==> config.mk <==
export PLATFORM = sky130hd
export DESIGN_NAME = simon_host_port_flat
export DESIGN_NICKNAME = d
export VERILOG_FILES = /design/src/rtl/simon_pkg.sv /design/src/rtl/simon_host_port_if.sv /design/src/rtl/simon_hs4.sv /design/src/rtl/simon_host_port.sv /design/src/flat_wrapper.sv
export SDC_FILE = /design/constraint.sdc
export NUM_CORES = 1
export LEC_CHECK = 0
export CORE_AREA = 2 2 399 401
export DETAILED_ROUTE_END_ITERATION = 12
export DIE_AREA = 0 0 401 403
export GPL_TIMING_DRIVEN = 0
export PLACE_DENSITY = 0.35
export SLEW_MARGIN = 20
export SYNTH_ARGS = -nofsm -noshare
export SYNTH_HDL_FRONTEND = slang
export SYNTH_SLANG_ARGS = --single-unit
export TNS_END_PERCENT = 5
==> constraint.sdc <==
create_clock -name clk -period 2.8 [get_ports clk]
set_input_delay 0.56 -clock clk [delete_from_list [all_inputs] [get_ports clk]]
set_output_delay 0.56 -clock clk [all_outputs]
set_load 0.05 [all_outputs]
==> src/rtl/simon_pkg.sv <==
// Shared types and sizes for the SIMON-128/256 host port.
//   N          word width in bits (block = 2*N)
//   M          key words
//   block_t    one cipher block
//   key_t      full key, M words of N bits
//   key_fsm_t  key capture/schedule sequencing states
//   data_fsm_t block capture/round sequencing states
package simon_pkg;
    localparam int N = 64;
    localparam int M = 4;

    typedef logic [2*N-1:0]        block_t;
    typedef logic [M-1:0][N-1:0]   key_t;

    typedef enum logic [1:0] {
        K_IDLE,
        K_ACK,
        K_RUN,
        K_READY
    } key_fsm_t;

    typedef enum logic [2:0] {
        D_IDLE,
        D_ACK,
        D_WAITKEY,
        D_RUN,
        D_DONE,
        D_READ
    } data_fsm_t;
endpackage

==> src/rtl/simon_host_port_if.sv <==
// Host-side bus of the SIMON host port.
//   master : host (drives requests, block, key; receives acks and cipher)
//   slave  : simon_host_port responder
interface simon_host_port_if;
    import simon_pkg::*;

    logic   newData;
    logic   newKey;
    logic   readData;
    logic   enc_dec;
    block_t plain;
    key_t   key;
    logic   ldData;
    logic   ldKey;
    logic   doneData;
    logic   doneKey;
    block_t cipher;

    modport master (
        output newData, newKey, readData, enc_dec, plain, key,
        input  ldData, ldKey, doneData, doneKey, cipher
    );

    modport slave (
        input  newData, newKey, readData, enc_dec, plain, key,
        output ldData, ldKey, doneData, doneKey, cipher
    );
endinterface

==> src/rtl/simon_hs4.sv <==
// Four-phase request/ack register.
//   clk, R  clock, synchronous active-high reset
//   req     request level from the host
//   en      owner is able to accept a request this cycle
//   disarm  a request seen while this is high counts as stale
//   take    combinational capture strobe (req && armed && en)
//   ack     held from capture until req drops
// A request must be seen low after each capture before it can be taken again;
// with disarm high, a request that rises while the owner is busy must also
// drop and rise again.
module simon_hs4 (
    input  logic clk,
    input  logic R,
    input  logic req,
    input  logic en,
    input  logic disarm,
    output logic take,
    output logic ack
);
    logic armed;

    assign take = req && armed && en;

    always_ff @(posedge clk) begin
        if (R) begin
            armed <= 1'b1;
            ack   <= 1'b0;
        end else begin
            if (take)
                armed <= 1'b0;
            else if (!req)
                armed <= 1'b1;
            else if (disarm)
                armed <= 1'b0;

            if (take)
                ack <= 1'b1;
            else if (!req)
                ack <= 1'b0;
        end
    end
endmodule

==> src/rtl/simon_host_port.sv <==
// SIMON-128/256 host port: captures block and key from the host, sequences
// the external key-schedule and round engines, holds the result until read.
//   clk, R                    clock, synchronous active-high reset
//   hif                       host bus (slave side)
//   ks_start/ks_key/ks_done   key-schedule engine control
//   rnd_start/rnd_mode/rnd_blk/rnd_done/rnd_out  round engine control
//
// Key FSM   state     | meaning
//           K_IDLE    | no key loaded
//           K_ACK     | key captured, ldKey high, waiting for newKey low
//           K_RUN     | key schedule running
//           K_READY   | schedule done, doneKey high
// Data FSM  state     | meaning
//           D_IDLE    | waiting for newData
//           D_ACK     | block captured, ldData high, waiting for newData low
//           D_WAITKEY | block waiting for a usable key
//           D_RUN     | round engine running
//           D_DONE    | doneData high, waiting for readData
//           D_READ    | waiting for readData low
module simon_host_port
    import simon_pkg::*;
(
    input  logic   clk,
    input  logic   R,
    simon_host_port_if.slave hif,
    output logic   ks_start,
    output key_t   ks_key,
    input  logic   ks_done,
    output logic   rnd_start,
    output logic   rnd_mode,
    output block_t rnd_blk,
    input  logic   rnd_done,
    input  block_t rnd_out
);
    key_fsm_t  k_state, k_next;
    data_fsm_t d_state, d_next;
    logic      k_take, d_take, k_en, d_en;
    logic      ld_key, ld_data;
    logic      ks_start_nx, rnd_start_nx, cipher_ld;
    logic      done_key, done_data;
    block_t    cipher_q;

    // The key may only change while no block depends on it.
    assign k_en = (k_state == K_IDLE || k_state == K_READY) &&
                  (d_state == D_IDLE || d_state == D_DONE);
    assign d_en = (d_state == D_IDLE);

    simon_hs4 u_hs_key (
        .clk(clk), .R(R), .req(hif.newKey), .en(k_en), .disarm(1'b0),
        .take(k_take), .ack(ld_key)
    );

    // newData raised while busy is stale and needs a fresh low-to-high.
    simon_hs4 u_hs_data (
        .clk(clk), .R(R), .req(hif.newData), .en(d_en), .disarm(!d_en),
        .take(d_take), .ack(ld_data)
    );

    always_comb begin
        k_next      = k_state;
        ks_start_nx = 1'b0;
        case (k_state)
            K_IDLE, K_READY: if (k_take) k_next = K_ACK;
            K_ACK: if (!hif.newKey) begin
                k_next      = K_RUN;
                ks_start_nx = 1'b1;
            end
            K_RUN: if (ks_done) k_next = K_READY;
            default: k_next = K_IDLE;
        endcase
    end

    always_comb begin
        d_next       = d_state;
        rnd_start_nx = 1'b0;
        cipher_ld    = 1'b0;
        case (d_state)
            D_IDLE: if (d_take) d_next = D_ACK;
            D_ACK: if (!hif.newData) begin
                if (done_key) begin
                    d_next       = D_RUN;
                    rnd_start_nx = 1'b1;
                end else begin
                    d_next = D_WAITKEY;
                end
            end
            D_WAITKEY: if (done_key) begin
                d_next       = D_RUN;
                rnd_start_nx = 1'b1;
            end
            D_RUN: if (rnd_done) begin
                d_next    = D_DONE;
                cipher_ld = 1'b1;
            end
            D_DONE: if (hif.readData) d_next = D_READ;
            D_READ: if (!hif.readData) d_next = D_IDLE;
            default: d_next = D_IDLE;
        endcase
    end

    always_ff @(posedge clk) begin
        if (R) begin
            k_state   <= K_IDLE;
            d_state   <= D_IDLE;
            ks_start  <= 1'b0;
            rnd_start <= 1'b0;
            done_key  <= 1'b0;
            done_data <= 1'b0;
            ks_key    <= '0;
            rnd_blk   <= '0;
            rnd_mode  <= 1'b0;
            cipher_q  <= '0;
        end else begin
            k_state   <= k_next;
            d_state   <= d_next;
            ks_start  <= ks_start_nx;
            rnd_start <= rnd_start_nx;
            done_key  <= (k_next == K_READY);
            done_data <= (d_next == D_DONE);
            if (k_take)
                ks_key <= hif.key;
            if (d_take) begin
                rnd_blk  <= hif.plain;
                rnd_mode <= hif.enc_dec;
            end
            if (cipher_ld)
                cipher_q <= rnd_out;
        end
    end

    assign hif.ldKey    = ld_key;
    assign hif.ldData   = ld_data;
    assign hif.doneKey  = done_key;
    assign hif.doneData = done_data;
    assign hif.cipher   = cipher_q;
endmodule

==> src/flat_wrapper.sv <==
// flat-port wrapper written by rule: the top's interface ports become plain ports
module simon_host_port_flat import simon_pkg::*;
  (clk, R, ks_start, ks_key, ks_done, rnd_start, rnd_mode, rnd_blk, rnd_done, rnd_out, hif_newData, hif_newKey, hif_readData, hif_enc_dec, hif_plain, hif_key, hif_ldData, hif_ldKey, hif_doneData, hif_doneKey, hif_cipher);
  simon_host_port_if hif_i ();
  input  logic clk;
  input  logic R;
  output logic ks_start;
  output key_t ks_key;
  input  logic ks_done;
  output logic rnd_start;
  output logic rnd_mode;
  output block_t rnd_blk;
  input  logic rnd_done;
  input  block_t rnd_out;
  input wire logic [$bits(hif_i.newData)-1:0] hif_newData;
  input wire logic [$bits(hif_i.newKey)-1:0] hif_newKey;
  input wire logic [$bits(hif_i.readData)-1:0] hif_readData;
  input wire logic [$bits(hif_i.enc_dec)-1:0] hif_enc_dec;
  input wire logic [$bits(hif_i.plain)-1:0] hif_plain;
  input wire logic [$bits(hif_i.key)-1:0] hif_key;
  output wire logic [$bits(hif_i.ldData)-1:0] hif_ldData;
  output wire logic [$bits(hif_i.ldKey)-1:0] hif_ldKey;
  output wire logic [$bits(hif_i.doneData)-1:0] hif_doneData;
  output wire logic [$bits(hif_i.doneKey)-1:0] hif_doneKey;
  output wire logic [$bits(hif_i.cipher)-1:0] hif_cipher;
  assign hif_i.newData = hif_newData;
  assign hif_i.newKey = hif_newKey;
  assign hif_i.readData = hif_readData;
  assign hif_i.enc_dec = hif_enc_dec;
  assign hif_i.plain = hif_plain;
  assign hif_i.key = hif_key;
  assign hif_ldData = hif_i.ldData;
  assign hif_ldKey = hif_i.ldKey;
  assign hif_doneData = hif_i.doneData;
  assign hif_doneKey = hif_i.doneKey;
  assign hif_cipher = hif_i.cipher;
  simon_host_port u_core (.clk(clk), .R(R), .hif(hif_i), .ks_start(ks_start), .ks_key(ks_key), .ks_done(ks_done), .rnd_start(rnd_start), .rnd_mode(rnd_mode), .rnd_blk(rnd_blk), .rnd_done(rnd_done), .rnd_out(rnd_out));
endmodule
==> metrics.md <==
| Metric | Value |
|---|---|
| Nets | 3929 |
| TritonRoute pass-1 iters | 7 |
| Worst-margin pin slew | approximately 1.1 ns |
| Dominant cell type by area after synthesis | dfxtp_1 |
| Seq pwr share | about a third |
| Die Y | between 400 and 500 um |
| Mapped Cells | approximately 2300 |
| Initial antenna violation count | 54 |
| Wirelength per Cell | 22.8 um |
| WL met3 | about 11 mm |
| Required @ worst endpoint | about 2.2 ns |
| Syn avg cell area | approximately 7.9 um^2 |
| P_leak | roughly 12 nW |
| Complex-gate fraction of the synthesized area | approximately 15% |
| Area grow syn2layout | 85.0% |
| Comb power frac | 25.8% |
| Vias per cell | between 3 and 4 |
| Final Slew Violations | 0 |
| Worst hold margin | about 0.45 ns |
| Slowest cell on the critical path | clkdlybuf4s50_1 |
| Gr ovfl total | 0 |
| Post-synth top area share | between 50% and 60% |
| Die Span X | between 400 and 500 um |
| Async S/R FF share, synth | 0% |
| Via count | 19900 |
| # DRC | 0 |
| Met2 Wirelength | ~64 mm |
| CP Data Arrival Time | ~2.1 ns |
| Deepest clock path buffer count | 3 |
| Worst Path Max Fanout | 2 |
| Clk Tree Root Cell | clkbuf_16 |
| Share of post-route cells with drive strength above 1 | about 5.6% |
| Post-Synth Simple-Gate Area | between 20% and 30% |
| Fmax | 0.377 GHz |
| Post-route minimum period | about 2.7 ns |
| Adder-cell area share of the yosys netlist | less than 1% |
| Main combinational cell family by area after synthesis | simple AND/OR/NAND/NOR gates |
| Max Cap Violations | 0 |
| CP endpoint kind | primary output |
| Post-synth EDFFs | 0 |
| RD Place Congestion | roughly 0.87 |
| Switching portion of total power | ~34% |
| Final setup fails | 0 |
| Number of global-route vias before repair | about 20000 |
| VDD IR max | about 370 uV |
| Buffers on Ports | about 1000 |
| WL final | approximately 130 mm |
| Switching pwr | ~0.0083 W |
| Post-CTS setup buffers | 0 |
| GRT Util Overall | roughly 15% |
| Pwr/cell area | roughly 730 nW/um^2 |
| Distinct cells, synth | 29 |
| Clk_lat worst skew | around 0.66 ns |
| Rows | roughly 150 |
| DIE AREA | between 150000 and 200000 um^2 |
| Pin count of the biggest net entering global routing | 12 |
| Mapped Area | 18200 um^2 |
| Primary FF master, synth | dfxtp_1 |
| Final hold vios | 0 |
| RSZ-0062 raised after global routing | yes |
| Clock power share | 39.7% |
| DR iter-0 viols | approximately 900 |
| Critical path, cell by cell | clkdlybuf4s50_1 |
| Internal power | 0.0161 W |
| First-pass GRT wire length | between 150 and 200 mm |
| Post-synthesis sequential element count | ~530 |
| Seq/Total Area, Yosys | about 58% |
| Post-Synth XOR/XNOR Area | 0% |
| Critical setup path kind | reg2out |
| CP startpoint kind | register |
| Worst Skew | 0.0256 ns |
| Final WS setup | about 0.15 ns |
| Number of CTS-inserted buffers | 74 |
| Filler cells | ~18000 |
| Synth warn | 0 |
| Antenna Nets Post-Route | 0 |
| CTS tree | yes |
| Highest Signal Layer | met5 |
| Leading post-synthesis cells by cell area | dfxtp_1 (58%), nand2_1 (21%), a21oi_1 (14%) |
| Syn Nets | around 2800 |
| Post-DP HPWL | 103 mm |
| Cts hold-fix bufs | 0 |
| Starting density of the core | 11.6% |
| HP Class | in2reg |
| Io pins | 1039 |
| Clock slew seen by the registers of the worst setup and hold paths | 0.06 ns |
| Tcrit/Tclk final | a little over nine tenths |
| Core area | ~160000 um^2 |
| Status | finished clean |
| Top cell family by delay on the critical path | buffers and inverters |
| Place WS | -1.59 ns |
| Max transition margin | between 20% and 30% |
| H-Tree Depth | 3 |
| Mux contribution to synthesized area | 0% |
| CP Buf/Inv Count | 1 |
| Met1 WL | between 40 and 50 mm |
| Critical path's largest stage delay | ~1.1 ns |
| Sink Count | 526 |
cells in the mapped netlist (all sizes together), types with 2 or more instances:
master,n
a21oi,521
buf,77
clkbuf,98
dfxtp,526
ha,2
inv,2
nand2,1032
nand2b,5
nand3b,4
nor2,7
nor2b,2
nor3,2
nor3b,3
or2,2
or3b,2
stage by stage:
step | instance area (um^2) | instances | util (%) | power (W) | setup TNS (ns)
floorplan | 18200 | 2294 | - | 0.0120 | 0
global placement | 31200 | 5403 | 19.8 | 0.0150 | -288.62
detailed placement | 31200 | 5404 | 19.8 | 0.0150 | -169.22
CTS | 33700 | 5532 | 21.4 | 0.0251 | 0
global route | 33700 | 5531 | 21.4 | 0.0256 | -0.192
finish | 33700 | 5535 | 21.4 | 0.0245 | 0
power by group through the flow:
stage,registers [W],logic (W),clock network [W]
3_3_place_gp,0.00857,0.00643,0
3_5_place_dp,0.00859,0.00642,0
5_1_grt,0.00850,0.00671,0.0104
6_report,0.00843,0.00630,0.00972
4_1_cts,0.00843,0.00645,0.0102
2_1_floorplan,0.0105,0.00153,0
registers in the layout, indices dropped and copies added (netlist names), 2 cells and up:
signal / cells
u_core.ks_key: 256
u_core.rnd_blk: 128
u_core.hif.cipher: 128
u_core.d_state: 3
u_core.k_state: 2
layout by cell type, fill, tap and decap left out, drive strengths merged, types with 2 or more instances in the layout:
| cell type | netlist | final |
|---|---|---|
| or3b | 2 | 2 |
| dfxtp | 526 | 526 |
| nand2 | 1032 | 1032 |
| nor2 | 7 | 7 |
| clkdlybuf4s50 | 0 | 1036 |
| ha | 2 | 2 |
| nor2b | 2 | 2 |
| bufinv | 0 | 5 |
| inv | 2 | 3 |
| buf | 77 | 78 |
| clkbuf | 98 | 205 |
| nand2b | 5 | 5 |
| diode | 0 | 4 |
| or2 | 2 | 2 |
| nand3b | 4 | 4 |
| nor3 | 2 | 2 |
| clkinv | 0 | 12 |
| a21oi | 521 | 521 |
| nor3b | 3 | 3 |
cell type report:
| type | count | area [um^2] | area share, % |
|---|---|---|---|
| flip-flops and latches | 526 | 10500 | 31.3 |
| diodes | 4 | 10.0 | 0.0297 |
| repair buffers | 1038 | 10400 | 30.9 |
| multi-input cells | 1591 | 6750 | 20.0 |
| inverters | 2 | 7.51 | 0.0223 |
| clock buffers | 109 | 2170 | 6.44 |
| clock inverters | 19 | 278 | 0.825 |
| well taps | 2072 | 2590 | 7.70 |
| plain buffers | 174 | 932 | 2.77 |
logic make-up after synthesis:
group                      Yosys count
AOI/OAI and AO/OA                  526
adders and majority gates            2
buffers and inverters              177
DFF                                526
and+or+nand+nor                   1063
path summary, 6_finish.rpt:
kind,start,endpoint,slack [ns],depth (start not counted)
max,u_core.hif.cipher[84]$_SDFFE_PP0P_,hif_cipher[84],0.15,1
max reg2reg,u_core.d_state[0]$_SDFF_PP0_,u_core.hif.cipher[98]$_SDFFE_PP0P_,0.27,7
min,hif_key[162],u_core.ks_key[162]$_SDFFE_PP0P_,0.45,3
min reg2reg,u_core.hif.cipher[95]$_SDFFE_PP0P_,u_core.hif.cipher[95]$_SDFFE_PP0P_,0.45,2
what timing repair did:
action	4_1_cts	5_1_grt
resized for setup	7	7
endpoints found under the hold margin	0	0
endpoints found under the setup margin	200	28
layer usage:
layer / vias to the layer above / GRT usage, %
li1: 9628 / -
met1: 9308 / 16.7
met2: 726 / 27.1
met3: 199 / 6.14
met4: 26 / 3.09
met5: - / 0
Note: power is estimated with default switching activity, not from simulation.
